--- config.mk ---
export PLATFORM = sky130hd
export DESIGN_NAME = vco_phase_decoder
export DESIGN_NICKNAME = d
export VERILOG_FILES = /design/src/rtl/vco_phase_decoder.sv
export SDC_FILE = /design/constraint.sdc
export NUM_CORES = 1
export LEC_CHECK = 0
export ABC_CLOCK_PERIOD_IN_PS = 4600
export CAP_MARGIN = 40
export CORE_UTILIZATION = 55
export DETAILED_ROUTE_END_ITERATION = 16
export PLACE_DENSITY = 0.83
export SYNTH_ARGS = -nofsm -noshare
export SYNTH_HDL_FRONTEND = slang
export SYNTH_SLANG_ARGS = --single-unit
--- constraint.sdc ---
create_clock -name clk -period 4.6 [get_ports clk]
set_input_delay 1.38 -clock clk [delete_from_list [all_inputs] [get_ports clk]]
set_output_delay 1.38 -clock clk [all_outputs]
set_load 0.02 [all_outputs]
--- src/rtl/vco_phase_decoder.sv ---
// vco_phase_decoder: receive end of the VCO-ADC path.
// Synchronises the ring-oscillator phase taps, decodes the ring code to a
// phase index, integrates the per-clock modulo phase advance over DECIM
// enabled clocks and hands each frame sum out through a valid/ready port.
//
// Handshake: out_valid high means out_data holds an unconsumed sample; the
// sample is consumed on any clk edge where out_valid and out_ready are both
// high. out_data is stable while out_valid is high and not consumed. A frame
// that closes while the holding register is still full is dropped and the
// sticky overrun flag is raised.
module vco_phase_decoder #(
    parameter int PHASE_WIDTH = 11,
    parameter int DECIM       = 512,
    parameter int OUT_WIDTH   = 16
) (
    input  logic                   clk,
    input  logic                   rst_n,
    input  logic                   enable,
    input  logic [PHASE_WIDTH-1:0] p,
    output logic [OUT_WIDTH-1:0]   out_data,
    output logic                   out_valid,
    input  logic                   out_ready,
    output logic                   overrun,
    input  logic                   clear_overrun
);

    localparam int RING  = 2 * PHASE_WIDTH;
    localparam int POS_W = $clog2(RING);
    localparam int PC_W  = $clog2(PHASE_WIDTH + 1);
    localparam int CNT_W = (DECIM > 1) ? $clog2(DECIM) : 1;

    logic [PHASE_WIDTH-1:0] s1;
    logic [PHASE_WIDTH-1:0] s2;
    logic [PC_W-1:0]        ones;
    logic [POS_W-1:0]       pos;
    logic [POS_W-1:0]       pos_q;
    logic [POS_W-1:0]       pos_prev;
    logic [POS_W:0]         diff_wide;
    logic [POS_W-1:0]       d;
    logic                   primed;
    logic [OUT_WIDTH-1:0]   acc;
    logic [OUT_WIDTH-1:0]   result;
    logic [CNT_W-1:0]       cnt;
    logic                   frame_close;

    // Two-flop synchroniser for the asynchronous phase taps; always running.
    always_ff @(posedge clk or negedge rst_n) begin
        if (!rst_n) begin
            s1 <= '0;
            s2 <= '0;
        end else begin
            s1 <= p;
            s2 <= s1;
        end
    end

    // Ring-code decode: popcount, mirrored once the top tap is set, so a
    // single bubble only perturbs the index slightly.
    always_comb begin
        ones = '0;
        for (int i = 0; i < PHASE_WIDTH; i++) begin
            ones = ones + PC_W'(s2[i]);
        end
        if (s2[PHASE_WIDTH-1]) begin
            pos = POS_W'(RING) - POS_W'(ones);
        end else begin
            pos = POS_W'(ones);
        end
    end

    // Forward-only modulo phase difference, frame-close detect and the
    // running frame sum including the current difference.
    always_comb begin
        diff_wide = {1'b0, pos_q} - {1'b0, pos_prev};
        if (pos_q < pos_prev) begin
            diff_wide = diff_wide + (POS_W + 1)'(RING);
        end
        d           = diff_wide[POS_W-1:0];
        frame_close = enable && primed && (cnt == CNT_W'(DECIM - 1));
        result      = acc + OUT_WIDTH'(d);
    end

    // Phase pipeline, priming and integrate-and-dump; all hold while disabled.
    always_ff @(posedge clk or negedge rst_n) begin
        if (!rst_n) begin
            pos_q    <= '0;
            pos_prev <= '0;
            primed   <= 1'b0;
            acc      <= '0;
            cnt      <= '0;
        end else if (enable) begin
            pos_q    <= pos;
            pos_prev <= pos_q;
            primed   <= 1'b1;
            if (primed) begin
                if (frame_close) begin
                    acc <= '0;
                    cnt <= '0;
                end else begin
                    acc <= result;
                    cnt <= cnt + CNT_W'(1);
                end
            end
        end
    end

    // Output holding register with valid/ready handshake and sticky overrun.
    always_ff @(posedge clk or negedge rst_n) begin
        if (!rst_n) begin
            out_data  <= '0;
            out_valid <= 1'b0;
            overrun   <= 1'b0;
        end else begin
            if (frame_close) begin
                if (!out_valid || out_ready) begin
                    out_data  <= result;
                    out_valid <= 1'b1;
                end
            end else if (out_valid && out_ready) begin
                out_valid <= 1'b0;
            end

            if (frame_close && out_valid && !out_ready) begin
                overrun <= 1'b1;
            end else if (clear_overrun) begin
                overrun <= 1'b0;
            end
        end
    end

endmodule

=== Word level (Yosys, flattened, before mapping) ===
Cells that the tools add are included.

* Flip-flop bits (word level): 76
* Input bits: 16
* Output and inout port bits: 18
* Word-level logic and storage cells: 50

* $add $sub $neg: 15
* Magnitude comparators: 1
* Equal/unequal tests: 2
* Mux-type cells: 9
* Reductions and logical operators: 13

{| class="wikitable"
|+ Operator list
! cell !! count
|-
| adder 4 x 1 -> 4 bit || 7
|-
| adder 16 x 5 -> 16 bit || 1
|-
| two-way mux 16 bit || 1
|-
| two-way mux 5 bit || 2
|-
| adder 9 x 1 -> 9 bit (second input constant) || 1
|-
| equality test 9 bit (second input constant) || 1
|-
| two-way mux 9 bit || 1
|-
| AND reduction 2 bit || 3
|-
| adder 5 bit (second input constant) || 1
|-
| logical AND 1 bit || 5
|-
| less-than comparator 5 bit || 1
|-
| two-way mux 1 bit || 5
|-
| subtractor 5 x 4 -> 5 bit (first input constant) || 1
|-
| subtractor 5 bit || 1
|-
| adder 3 x 1 -> 4 bit || 1
|-
| nonzero test 2 bit || 2
|-
| adder 2 x 1 -> 3 bit || 1
|-
| adder 1 x 1 -> 2 bit || 1
|-
| zero test 1 bit || 2
|-
| inequality test 2 x 1 -> 1 bit (second input constant) || 1
|-
| logical OR 1 bit || 1
|}

=== Logic depth before layout (Yosys ltp) ===
* Depth after elaboration: 12
* Mapped depth: 15

=== Worst setup path after synthesis ===
Ideal clock, no wire load.

* Path kind: reg-to-reg
* Start: register s2[0]
* End: register pos_q[1]
* Arrival: 3,406 ps
* Required time: 4,475 ps
* Slack: 1,069 ps
* Cell stages (with the launch flop): 13
* Buffers on the path: 0
* Clock period less this slack: 3,531 ps
* Cells stage by stage: dfrtp_1 -> inv_1 -> fa_1 -> inv_1 -> fa_1 -> inv_1 -> fa_1 -> fa_1 -> fa_1 -> inv_1 -> ha_1 -> mux2i_1 -> mux2_2

* Longest elaborated chain between the ends: 12

{| class="wikitable"
|+ RTL lines
! what !! RTL line !! source
|-
| from (decl) || 33 || <nowiki>logic [PHASE_WIDTH-1:0] s2;</nowiki>
|-
| from (signal assigned) || 50 || <nowiki>s2 <= '0;</nowiki>
|-
| from (signal assigned) || 53 || <nowiki>s2 <= s1;</nowiki>
|-
| adder 1 x 1 -> 2 bit * || 62 || <nowiki>ones = ones + PC_W'(s2[i]);</nowiki>
|-
| adder 2 x 1 -> 3 bit * || 62 ||
|-
| adder 3 x 1 -> 4 bit * || 62 ||
|-
| adder 4 x 1 -> 4 bit * (7 in a row) || 62 ||
|-
| subtractor 5 x 4 -> 5 bit || 65 || <nowiki>pos = POS_W'(RING) - POS_W'(ones);</nowiki>
|-
| two-way mux 5 bit * || 64 || <nowiki>if (s2[PHASE_WIDTH-1]) begin</nowiki>
|-
| to (signal assigned) || 92 || <nowiki>pos_q <= pos;</nowiki>
|-
| to (decl) || 36 || <nowiki>logic [POS_W-1:0] pos_q;</nowiki>
|}

Mark *: on every way between the ends. The rest lies on a longest branch, timed or not.
A chain may end at the register's enable or synchronous reset.

=== Worst setup path after layout ===
* Start: register s2[0]
* End: register pos_q[2]

The elaborated chain is that of the path after synthesis.

==> run summary <==
The routed layout has 2,571 vias. The number of enable flip-flop cells after synthesis came out at 0. The run gives 29 as the row count. The run gives 0.00646 sq mm as the area of the core. The worst-margin pin slew is 0.639 ns. The final layout net count was 430; the signed area change from the synthesized netlist to the final layout was 16.1%. The tools report the final weighted congestion of routability-driven global placement as 0.790.

TritonCTS built the clock tree. The number of buffers added by the clock tree synthesis step is 9. Setup repair after global routing left no endpoint under its margin. In this run the most used layer during global routing was met2. Counting every instance in the synthesized netlist gives 353. The category of the critical setup timing path is reg -> reg. Setup slack closes at 0.856 ns. The tool flagged a number of max-cap violations equal to 0. Count of boundary I/O pins: 34. Global routing finished with a remaining overflow of 0. OpenSTA, run right after detailed placement, puts the worst setup slack at 0.855 ns. Category of the worst setup path launch point: a flip-flop. The number of port buffers was 33; the die footprint was 0.00712 sq mm. Dividing the detail-routed wire length by the instance count gives 13.8 um. For the met2 capacity usage during global routing, the log shows 34.1%. The final reports fail on DRC.

Cell chosen for the clock root: sky130_fd_sc_hd__clkbuf_8. The highest net fanout along the worst path is 2. The proportion of layout cells with a drive suffix above 1 came out at 10.1%.

For this configuration, the core starts out at a cell density of 57.8%. The run gives 43 as the post-synthesis cell type count. The final critical delay including setup and external delays came out at 3.74 ns.

The count of nets left with antenna violations once routing finished came out at 0. Before antenna repair, the detailed router went through 10 iterations. On the final layout, the worst clock skew is 0.0110 ns. The number of DRC markers in iteration 0 is 143. Entering global routing, the biggest net connects 40 pins.

The total of endpoints with negative setup slack in the final report was 0; the highest achievable clock rate was 267 MHz. The run gives 0 as the number of max-slew violations in the final report. Summing the sequential cell areas from Yosys gives 51.0% of the chip area.

For this run, design rule violations remaining after detail routing come to 3. In the routed layout, each cell is associated on average with a via count of 5.45. In the final timing run, aggregate negative setup slack is 0 ns. The flip-flop cell with the highest count after synthesis is sky130_fd_sc_hd__dfrtp_1.

The HPWL after detailed placement is 4790 um. The clock passes through at most 2 buffers. Data on the critical path is required at its endpoint by 4.83 ns.

Once the clock tree was built, the resizer swapped 0 gates to a different size. The cell leakage power is 0.00197 uW, and the global-route wire length before repair is 11,700 um. The min-delay analysis places its worst path in the category reg -> reg. Power per cell area: 723 mW/mm^2. Measured along the y axis, the die boundary spans 84.4 um. A synthesized cell averages 10.6 sq um.

The number of H-tree branching levels came out at 3. The number of antenna violations at the first check in global routing came out at 0. The netlist area before placement was 0.00373 sq mm; the met1 track demand over resource in global routing was 27.8%.

The worst voltage drop across the vdd grid is 0.440 mV. The tools report the clock latency reported for the late side of the worst-skew pair as 0.35 ns. The logs give 3.97 ns for the arrival time of the worst setup path and 0 for the number of hold-repair buffers added at the cts stage. The post-CTS setup buffer count is 0, and the met3 track utilization from global routing is 6.29%.

The share of the cycle needed by the critical path after routing was 81.4%. The via count of the first global-routing pass is 2,627. The run gives 0 as the final number of hold-violating endpoints. The number of antenna diodes was 0.

Share of synthesized registers carrying an async set or reset: 100%. The x dimension of the die came out at 84.4 um. The run finished, with violations left.

For the total track usage, the log shows 21.2%. The worst setup path is captured at a flip-flop. When the netlist entered floorplanning its net count stood at 393. During synthesis, Yosys emitted a total of 0 warnings. The run gives 76 as the total number of clock tree sinks. The tools report the relative slew slack as 57.3%. Clock-pin slew was measured on the worst setup and hold paths at 0.08 ns.

The total wire length after detailed routing was 6500 um; the total of flip-flops plus latches after synthesis was 76. Final standard cell utilization of the core: 67.1%. The tools report the worst hold slack across all endpoints as 0.353 ns. The completed layout was analyzed and its total power is 3130 uW.
==> per-stage QoR <==
step / instances / instance area, sq um
2_1_floorplan: 353 / 3730
3_3_place_gp: 455 / 4140
3_5_place_dp: 456 / 4160
4_1_cts: 472 / 4330
5_1_grt: 472 / 4330
6_report: 472 / 4330
==> critical path, stage by stage, from the launching register on <==
cell and delay, ns:
sky130_fd_sc_hd__dfrtp_1 0.34, sky130_fd_sc_hd__inv_1 0.06, sky130_fd_sc_hd__fa_1 0.54, sky130_fd_sc_hd__inv_1 0.06, sky130_fd_sc_hd__fa_1 0.51, sky130_fd_sc_hd__inv_1 0.05, sky130_fd_sc_hd__fa_1 0.45, sky130_fd_sc_hd__fa_1 0.42
sky130_fd_sc_hd__fa_1 0.53, sky130_fd_sc_hd__inv_1 0.07, sky130_fd_sc_hd__ha_1 0.22, sky130_fd_sc_hd__nor2b_1 0.16, sky130_fd_sc_hd__xnor2_1 0.14, sky130_fd_sc_hd__a21oi_1 0.08
==> final timing paths <==
kind,start,end,slack (ns),depth (start not counted)
setup / recovery,s2[0],pos_q[2],0.86,13
min in group asynchronous,rst_n,s1[3],0.86,1
hold reg to reg,s1[8],s2[8],0.35,0
hold / removal,s1[8],s2[8],0.35,0
setup reg to reg,s2[0],pos_q[2],0.86,13
max in group asynchronous,rst_n,out_data[14],2.98,3
==> power by group <==
group          leakage [uW]  switching, uW  internal, uW  total (uW)
combinational      0.000948           1070           729        1800
clock             0.0000860            253           198         451
sequential         0.000938            102           786         888
total               0.00197           1420          1710        3130
==> placed cells by master (no fill, tap or decap), drive strengths merged <==
| cell type | instances |
|---|---|
| a22o | 1 |
| nor4 | 1 |
| dfrtp | 76 |
| xnor2 | 12 |
| o21ai | 42 |
| and2 | 2 |
| fa | 9 |
| nand4 | 4 |
| nand3 | 12 |
| a31oi | 4 |
| inv | 29 |
| nand2 | 41 |
| clkbuf | 9 |
| a21oi | 11 |
| a221o | 1 |
| clkinvlp | 2 |
| nor2 | 18 |
| a21o | 3 |
| xor2 | 13 |
| mux2i | 8 |
| nor3 | 2 |
| o22ai | 5 |
| clkinv | 3 |
| nand2b | 6 |
| buf | 9 |
| or3 | 1 |
| or2 | 3 |
| o221ai | 1 |
| nor2b | 3 |
| a211oi | 1 |
| ha | 15 |
| and3 | 6 |
| clkdlybuf4s50 | 32 |
| o31ai | 5 |
| mux2 | 5 |
==> layer usage <==
metal  wire length, um  share of wire (%)
met1              2900                 45
met2              3230                 50
met3               294                4.5
met4                71                1.1
met5                 0                  0
==> cells in the mapped netlist, types with 4 or more instances <==
cell type                  instances  share of area (%)
sky130_fd_sc_hd__fa_1              9                4.8
sky130_fd_sc_hd__inv_1            27                2.7
sky130_fd_sc_hd__o31ai_1           5                1.0
sky130_fd_sc_hd__dfrtp_1          76                 51
sky130_fd_sc_hd__nand4_1           4               0.67
sky130_fd_sc_hd__xnor2_1          12                2.8
sky130_fd_sc_hd__a31oi_1           4               0.67
sky130_fd_sc_hd__xor2_1           13                3.1
sky130_fd_sc_hd__nand3_2           4                1.1
sky130_fd_sc_hd__nand2_1          41                4.1
sky130_fd_sc_hd__mux2i_1           8                2.1
sky130_fd_sc_hd__o21ai_1          19                2.5
sky130_fd_sc_hd__nand2b_1          6                1.0
sky130_fd_sc_hd__nor2_1           17                1.7
sky130_fd_sc_hd__o22ai_1           5               0.84
sky130_fd_sc_hd__a21oi_1          11                1.5
sky130_fd_sc_hd__ha_1             15                5.0
sky130_fd_sc_hd__o21ai_0          22                3.0
sky130_fd_sc_hd__nand3_1           6               0.80
sky130_fd_sc_hd__buf_2             4               0.54
sky130_fd_sc_hd__clkbuf_1          9               0.91
==> cell families after synthesis <==
kind of cell	share of synthesized area, %
and+or+nand+nor	13.6
DFF	51.0
AOI/OAI and AO/OA	11.5
xor gates and xnor gates	5.87
buffers and inverters	4.56
muxes	3.65
adders and majority gates	9.86
==> state kept, by name (all words and copies together), names as in the netlist <==
| register | cells |
|---|---|
| primed | 1 |
| cnt | 9 |
| pos_q | 5 |
| pos_prev | 5 |
| s1 | 11 |
| out_valid | 1 |
| overrun | 1 |
| out_data | 16 |
| s2 | 11 |
| acc | 16 |
==> cell type report <==
class	instances	area, sq um
Timing Repair Buffer	41	398
Clock buffer	9	124
Multi-Input combinational cell	235	1660
Tap cell	77	96.3
Fill cell	499	2130
Inverter	27	101
Clock inverter	7	51.3
Sequential cell	76	1900
No activity file was read; power rests on OpenSTA's default activity.
